==> config.mk <==
export PLATFORM = sky130hd
export DESIGN_NAME = nco_chirp_gen
export DESIGN_NICKNAME = d
export VERILOG_FILES = /design/src/rtl/nco_chirp_gen.sv
export SDC_FILE = /design/constraint.sdc
export NUM_CORES = 1
export LEC_CHECK = 0
export BUFFER_PORTS_ARGS = -buffer_cell sky130_fd_sc_hd__buf_2
export CAP_MARGIN = 25
export CORE_ASPECT_RATIO = 0.5
export CORE_MARGIN = 2
export CORE_UTILIZATION = 35
export DETAILED_ROUTE_END_ITERATION = 16
export PLACE_DENSITY_LB_ADDON = 0.12
export SLEW_MARGIN = 15
export SYNTH_ARGS = -nofsm -noshare
export SYNTH_HDL_FRONTEND = slang
export SYNTH_SLANG_ARGS = --single-unit
==> constraint.sdc <==
create_clock -name clk -period 13.54 [get_ports clk]
set_input_delay 2.708 -clock clk [delete_from_list [all_inputs] [get_ports clk]]
set_output_delay 2.708 -clock clk [all_outputs]
set_load 0.02 [all_outputs]
==> src/rtl/nco_chirp_gen.sv <==
// Queued sweep-command angle generator for the NCO: linear phase or quadratic chirp.
// Commands sit in a small FIFO; sweeps chain back-to-back and abort flushes everything.
module nco_chirp_gen #(
  parameter int PHASE_W   = 32,
  parameter int LEN_W     = 32,
  parameter int CMD_DEPTH = 4,
  localparam int AW       = $clog2(CMD_DEPTH),
  localparam int LW       = $clog2(CMD_DEPTH + 1)
) (
  input  logic               clk,
  input  logic               srst,
  input  logic [PHASE_W-1:0] cfg_start_angle,
  input  logic [PHASE_W-1:0] cfg_delta,
  input  logic [PHASE_W-1:0] cfg_delta_rate,
  input  logic [LEN_W-1:0]   cfg_length,
  input  logic               cfg_valid,
  output logic               cfg_ready,
  input  logic               abort,
  output logic [PHASE_W-1:0] out_angle,
  output logic               out_last,
  output logic               out_valid,
  input  logic               out_ready,
  output logic               busy,
  output logic               done,
  output logic [LW-1:0]      cmd_level
);

  typedef struct packed {
    logic [PHASE_W-1:0] start;
    logic [PHASE_W-1:0] delta;
    logic [PHASE_W-1:0] rate;
    logic [LEN_W-1:0]   len;
  } cmd_t;

  typedef enum logic {S_IDLE, S_RUN} state_t;

  cmd_t               r_mem [CMD_DEPTH];
  logic [AW-1:0]      r_wp, r_rp;
  logic [LW-1:0]      r_cnt;
  state_t             r_state, w_nstate;
  logic [PHASE_W-1:0] r_angle, r_delta, r_rate;
  logic [LEN_W-1:0]   r_rem;
  logic               r_vld, r_done;

  cmd_t w_head;
  logic w_full, w_empty, w_push, w_pop, w_load, w_xfer, w_last_xfer;

  assign w_head      = r_mem[r_rp];
  assign w_full      = (r_cnt == LW'(CMD_DEPTH));
  assign w_empty     = (r_cnt == '0);
  assign cfg_ready   = !w_full && !abort;
  assign w_push      = cfg_valid && cfg_ready;
  assign w_xfer      = r_vld && out_ready;
  assign w_last_xfer = w_xfer && (r_rem == LEN_W'(1));
  assign w_load      = w_pop && (w_head.len != '0);

  always_ff @(posedge clk) begin
    if (w_push) r_mem[r_wp] <= '{cfg_start_angle, cfg_delta, cfg_delta_rate, cfg_length};
  end

  always_ff @(posedge clk or posedge srst) begin
    if (srst) begin
      r_wp  <= '0;
      r_rp  <= '0;
      r_cnt <= '0;
    end else if (abort) begin
      r_wp  <= '0;
      r_rp  <= '0;
      r_cnt <= '0;
    end else begin
      if (w_push) r_wp <= r_wp + AW'(1);
      if (w_pop)  r_rp <= r_rp + AW'(1);
      r_cnt <= r_cnt + LW'(w_push) - LW'(w_pop);
    end
  end

  always_ff @(posedge clk or posedge srst) begin
    if (srst) r_state <= S_IDLE;
    else      r_state <= w_nstate;
  end

  // Pop from idle, or on the final beat so the next sweep follows with no bubble.
  always_comb begin
    w_nstate = r_state;
    w_pop    = 1'b0;
    if (abort) begin
      w_nstate = S_IDLE;
    end else begin
      case (r_state)
        S_IDLE: if (!w_empty) begin
          w_pop = 1'b1;
          if (w_head.len != '0) w_nstate = S_RUN;
        end
        S_RUN: if (w_last_xfer) begin
          if (!w_empty) begin
            w_pop = 1'b1;
            if (w_head.len == '0) w_nstate = S_IDLE;
          end else begin
            w_nstate = S_IDLE;
          end
        end
        default: w_nstate = S_IDLE;
      endcase
    end
  end

  // A sweep loaded from idle spends one priming cycle in RUN before out_valid rises.
  always_ff @(posedge clk or posedge srst) begin
    if (srst) begin
      r_angle <= '0;
      r_delta <= '0;
      r_rate  <= '0;
      r_rem   <= '0;
      r_vld   <= 1'b0;
      r_done  <= 1'b0;
    end else begin
      r_done <= w_last_xfer && !abort;
      if (abort) begin
        r_vld <= 1'b0;
        r_rem <= '0;
      end else if (w_load) begin
        r_angle <= w_head.start;
        r_delta <= w_head.delta;
        r_rate  <= w_head.rate;
        r_rem   <= w_head.len;
        r_vld   <= (r_state == S_RUN);
      end else if (w_xfer) begin
        r_angle <= r_angle + r_delta;
        r_delta <= r_delta + r_rate;
        r_rem   <= r_rem - LEN_W'(1);
        if (w_last_xfer) r_vld <= 1'b0;
      end else if (r_state == S_RUN) begin
        r_vld <= 1'b1;
      end
    end
  end

  assign out_angle = r_angle;
  assign out_valid = r_vld;
  assign out_last  = r_vld && (r_rem == LEN_W'(1));
  assign done      = r_done;
  assign busy      = (r_state == S_RUN) || !w_empty;
  assign cmd_level = r_cnt;

endmodule
; Word-level counts from Yosys, hierarchy flattened
; Memory sizes are Yosys's and may differ from the RTL's.
; Cells that the tools add are included.
[totals]
register_bits = 138
mem_bits_rw = 512
elab_cells = 75
memories = 1
[op_classes]
add_sub_neg = 7
n_eq_ne = 3
muxes = 30
bitwise_logic = 2
n_reduce_logical = 22
[mem_list]
columns = name, depth, width, rd, rd_ports_with_merged_regs, wr, line_no
row1 = r_mem, 4, 128, 1, 0, 1, 37  ; cmd_t r_mem [CMD_DEPTH];
[ops]
columns = cell, n
row1 = two-way mux 32 bit, 7
row2 = adder 32 bit, 2
row3 = "equality test 32 x 1 -> 1 bit, second input constant", 1
row4 = zero test 32 bit, 1
row5 = nonzero test 32 bit, 1
row6 = "subtractor 32 x 1 -> 32 bit, second input constant", 1
row7 = two-way mux 1 bit, 16
row8 = two-way mux 2 bit, 4
row9 = logical AND 1 bit, 7
row10 = AND reduction 2 bit, 3
row11 = nonzero test 2 bit, 3
row12 = "adder 2 x 1 -> 2 bit, second input constant", 2
row13 = "inequality test 4 x 3 -> 1 bit, second input constant", 1
row14 = one-hot mux 1 bit (2 select lines), 2
row15 = nonzero test 4 bit, 1
row16 = adder 3 x 1 -> 3 bit, 1
row17 = "equality test 3 bit, second input constant", 1
row18 = zero test 1 bit, 3
row19 = zero test 3 bit, 1
row20 = two-way mux 3 bit, 1
row21 = nonzero test 3 bit, 1
row22 = subtractor 3 x 1 -> 3 bit, 1
row23 = inverter 1 bit, 2
row24 = logical OR 1 bit, 1

; Depth between registers and ports, before layout
[logic_depth]
word_depth = 8
mapped_depth = 14

; Least setup slack after synthesis
; No wires, ideal clock.
[synth_path]
kind = input -> register
start = input abort
end = memory r_mem[0][0] (netlist name) (enable)
setup_time_ns = 0.503
t_arrival_ns = 6.301
required_time_ns = 13.037
slack_ns = 6.735
path_stages = 2
path_buffers = 0
path_cell_list = a21oi_1 -> and3_1
[synth_via]
elab_chain_len = 5
[synth_rtl]
columns = element, line_no
row1 = from (decl), 18  ; input logic abort,
row2 = zero test 1 bit, 51  ; assign cfg_ready = !w_full && !abort;
row3 = logical AND 1 bit, 51
row4 = logical AND 1 bit, 52  ; assign w_push = cfg_valid && cfg_ready;
row5 = two-way mux 1 bit, 58  ; if (w_push) r_mem[r_wp] <= '{cfg_start_angle, cfg_delta, cfg_delta_rate, cfg_length};
row6 = two-way mux 1 bit (implied by the code), 58
row7 = to (decl), 37
; No other way between the ends.

; Worst setup path in the final report
[layout_path]
start = input abort
end = output cfg_ready
[layout_via]
elab_chain_len = 2
[layout_rtl]
columns = element, line_no
row1 = zero test 1 bit, 51
row2 = logical AND 1 bit, 51
row3 = to (decl), 17  ; output logic cfg_ready,
; No other way between the ends.

==> summary.txt <==
Power
  • Leakage: 11.3 nW
  • Max rail drop VDD: 0.108 mV
  • Portion of total power attributed to sequential cells: 0.396
  • Power Dens Cells: 214 mW/mm^2
  • Overall power of the completed layout: around 6.8 mW
  • Net switching power: 2.45 mW
  • Switching fraction of total power: 0.359
  • Power share of the clock group: 0.243
  • Combinational fraction of design power: 0.361
  • Internal Pwr Total: 4.38 mW

Global routing
  • Antenna violations before repair: 5
  • First-pass GRT wire length: approximately 100000 microns
  • Via count of the first global-routing pass: 16100
  • Remaining global-route overflow: 0
  • Maximum number of pins on one net before global-route repair: 93
  • All-layer global routing usage: 0.167

Clock network
  • Clock transition at path regs: about 0.06 ns
  • CTS HTree Levels: 2
  • CTS hold repair buffers: 0
  • Clock Sink Count: 650
  • Root cell of the clock tree: sky130_fd_sc_hd__clkbuf_16
  • Number of buffers inserted during clock tree synthesis: 60
  • Post-CTS resize count: 0
  • Postcts setup bufs: 0
  • Skew-Pair Late Insertion Delay: 0.64 ns
  • Buffer depth of the longest clock path: 3
  • CTS tree: built

Place
  • Worst slack at placement: about 7 ns
  • Global placement routability congestion: 0.840
  • DP Wirelength: 45500 microns
  • Number of port buffers: approximately 170
  • Post-place instance area: 0.0300 sq mm

Floorplanning
  • Die H: 204 microns
  • I/O pin cnt: 173
  • Die Width: 404 microns
  • Starting density of the core: 0.353
  • Number of rows in the core area: 73
  • Area inside the core boundary: 0.0792 sq mm
  • Overall die area: 0.0822 sq mm

Synth
  • Number of flops mapped to enable cells by yosys: 512
  • Cell area after synthesis: 0.0279 sq mm
  • Warnings from Yosys: 0
  • Portion of the post-synthesis area used by sequential elements: 0.674
  • Number of library cell types mapped by synthesis: 64
  • Most area-hungry cell type in the Yosys netlist: sky130_fd_sc_hd__edfxtp_1
  • Share of synthesized flip-flops with an asynchronous set or reset: 0.212
  • Ranking of synthesized cells by area: sky130_fd_sc_hd__edfxtp_1 55%, sky130_fd_sc_hd__dfrtp_1 12%, sky130_fd_sc_hd__mux4_2 10%
  • Avg Cell Area, Syn: approximately 15 sq um
  • Post-Syn Nets: 2038
  • Post-synth top area share: 0.550
  • Primary flip-flop cell chosen by synthesis mapping: sky130_fd_sc_hd__edfxtp_1
  • Count of mapped cells out of synthesis: approximately 1800
  • Count of state elements after synthesis: 650

Detailed routing
  • Wire length per cell: approximately 22 microns
  • Post-DR vias/cell: 5.10
  • DRT antenna net count: 0
  • Residual DRC: 0
  • Number of optimization iterations in the first detailed-route pass: 5
  • Post-detailed-routing wire length: 68200 microns
  • 1st-iter DRT viols: 1009
  • DR vias: 15900

STA
  • Setup repair after global routing missed its margin: false
  • Max Clock Skew: ~0.023 ns
  • Slew Limit Headroom: 0.336
  • Worst hold slack: between 0.4 and 0.5 ns
  • Pins over their slew limit: 0
  • Worst Setup Slack, final: between 7 and 8 ns
  • Worst Tran Pin Value: 0.996 ns
  • Final setup TNS: 0 ns
  • Final setup fails: 0
  • Final critical-path share of the clock period: 0.482
  • Hold violation count in the final report: 0
  • Time the final worst path needs with I/O delays and setup: around 6.5 ns
  • Peak clock frequency supported by timing: ~150 MHz

Finish
  • Share of final-layout standard cells stronger than drive strength 1: 0.210
  • Total non-filler cell area in the finished layout: ~0.032 sq mm
  • Number of nets in the final layout: 2217
  • Area grow syn2layout: 14.1%

Setup path
  • Worst reg-to-reg setup slack: 8.18 ns
  • Crit Path Category: primary input to output pin
  • Worst path required time: between 10 and 15 ns
  • Critical-path cell with the highest stage delay: sky130_fd_sc_hd__buf_2
  • Startpoint kind of the worst setup timing path: primary input
  • Critical path arrival: 3.82 ns
  • Cell repeated most along the worst path: sky130_fd_sc_hd__buf_2
  • Crit-path max cell delay: 0.62 ns
  • Largest fanout on the critical path: 42
  • Kind of end point of the critical path: output pin
  • CP Cell Sequence: buf_2, a21oi_1, buf_2

Job
  • Total of max-cap violations: 0

Outcome
  • Status: finished, final reports clean

Min path
  • Class of the most critical hold timing path: flip-flop to flip-flop
## cell usage after synthesis (13+ instances only)
library cell / instances
sky130_fd_sc_hd__xor2_1: 29
sky130_fd_sc_hd__a21oi_1: 100
sky130_fd_sc_hd__edfxtp_1: 512
sky130_fd_sc_hd__nand2_1: 224
sky130_fd_sc_hd__o21ai_0: 43
sky130_fd_sc_hd__clkbuf_1: 52
sky130_fd_sc_hd__nand3_1: 32
sky130_fd_sc_hd__nor2_1: 105
sky130_fd_sc_hd__mux4_2: 128
sky130_fd_sc_hd__a31oi_1: 27
sky130_fd_sc_hd__buf_4: 13
sky130_fd_sc_hd__a21o_1: 35
sky130_fd_sc_hd__nor4_1: 16
sky130_fd_sc_hd__xnor2_1: 50
sky130_fd_sc_hd__dfrtp_1: 138
sky130_fd_sc_hd__o31ai_1: 29
sky130_fd_sc_hd__inv_1: 32
sky130_fd_sc_hd__nor3_1: 17
sky130_fd_sc_hd__o21ai_1: 35
sky130_fd_sc_hd__ha_1: 70
## metal layers
layer	GRT usage	routed length, microns	part of all wire
met4	0.0352	995	0.015
met1	0.228	31000	0.46
met3	0.0270	2420	0.035
met5	0	7	0.00010
met2	0.281	33700	0.49
## worst max-delay path: cells and delay by family
family / cells / cell delay, ns
compound gates: 1 / 0.25
buf+inv: 2 / 0.86
## cells in the final DEF, fill, tap and decap left out, types with 8 or more instances in the layout
master / count
sky130_fd_sc_hd__xor2_1: 29
sky130_fd_sc_hd__ha_1: 70
sky130_fd_sc_hd__nand4_1: 12
sky130_fd_sc_hd__nor2_1: 104
sky130_fd_sc_hd__clkinv_2: 11
sky130_fd_sc_hd__buf_4: 21
sky130_fd_sc_hd__a21o_1: 35
sky130_fd_sc_hd__a31oi_1: 27
sky130_fd_sc_hd__a21oi_1: 100
sky130_fd_sc_hd__clkbuf_1: 20
sky130_fd_sc_hd__nand3_1: 31
sky130_fd_sc_hd__mux4_2: 128
sky130_fd_sc_hd__inv_1: 31
sky130_fd_sc_hd__buf_2: 172
sky130_fd_sc_hd__edfxtp_1: 512
sky130_fd_sc_hd__nor3_1: 17
sky130_fd_sc_hd__nor4_1: 16
sky130_fd_sc_hd__xnor2_1: 50
sky130_fd_sc_hd__o21ai_1: 35
sky130_fd_sc_hd__o211ai_1: 8
sky130_fd_sc_hd__o31ai_1: 29
sky130_fd_sc_hd__dfrtp_1: 136
sky130_fd_sc_hd__clkbuf_16: 62
sky130_fd_sc_hd__nand2_1: 224
sky130_fd_sc_hd__o21ai_0: 43
## worst paths after layout
kind                            cells past startpoint                        end             startpoint
min in group asynchronous                           2     cmd_level[0]$_DFF_PP0_                   srst
max in group asynchronous                           4      r_rate[3]$_DFFE_PP0P_                   srst
worst min-delay path                                2      r_rate[9]$_DFFE_PP0P_  r_rate[9]$_DFFE_PP0P_
worst max register to register                     12  out_angle[18]$_DFFE_PP0P_    r_rp[0]$_DFFE_PP0P_
worst min register to register                      2      r_rate[9]$_DFFE_PP0P_  r_rate[9]$_DFFE_PP0P_
worst max-delay path                                3                  cfg_ready                  abort
## through the flow
step,util,instances
3_3_place_gp,0.378,2998
4_1_cts,0.402,3111
6_report,0.402,3113
2_1_floorplan,-,1832
3_5_place_dp,0.378,2998
5_1_grt,0.402,3113
## power groups by stage
stage          combinational [mW]  sequential [mW]  clock [mW]
6_report                     2.46             2.70        1.66
2_1_floorplan                1.80             2.71           0
3_5_place_dp                 2.49             2.75           0
4_1_cts                      2.50             2.71        1.71
5_1_grt                      2.75             2.74        1.79
3_3_place_gp                 2.50             2.75           0
## area by class of cell
type	count	area, sq um
Sequential cell	650	18800
Fill cell	7338	47300
Multi-Input combinational cell	1073	8670
Inverter	32	125
Clock inverter	26	194
Tap cell	1050	1310
Clock buffer	87	1700
Timing Repair Buffer	194	1030
Antenna cell	1	2.50
## state kept, by name, summed over array words and instances, names as in the netlist
name       flops
r_mem        512
out_angle     32
r_delta       32
r_rate        32
r_rem         32
cmd_level      3
r_rp           2
r_wp           2
done           1
out_valid      1
r_state        1
## cell families (layout without fill, tap and decap cells)
family / after synthesis / after routing / share of synthesized area
muxes: 128 / 128 / 0.103
DFF: 650 / 650 / 0.674
AOI/OAI and AO/OA: 331 / 331 / 0.0735
other: 0 / 1 / 0
xor gates and xnor gates: 79 / 79 / 0.0248
adders and majority gates: 73 / 73 / 0.0335
buffers and inverters: 109 / 339 / 0.0172
and+or+nand+nor: 462 / 462 / 0.0738
Note: power is estimated with default switching activity, not from simulation.
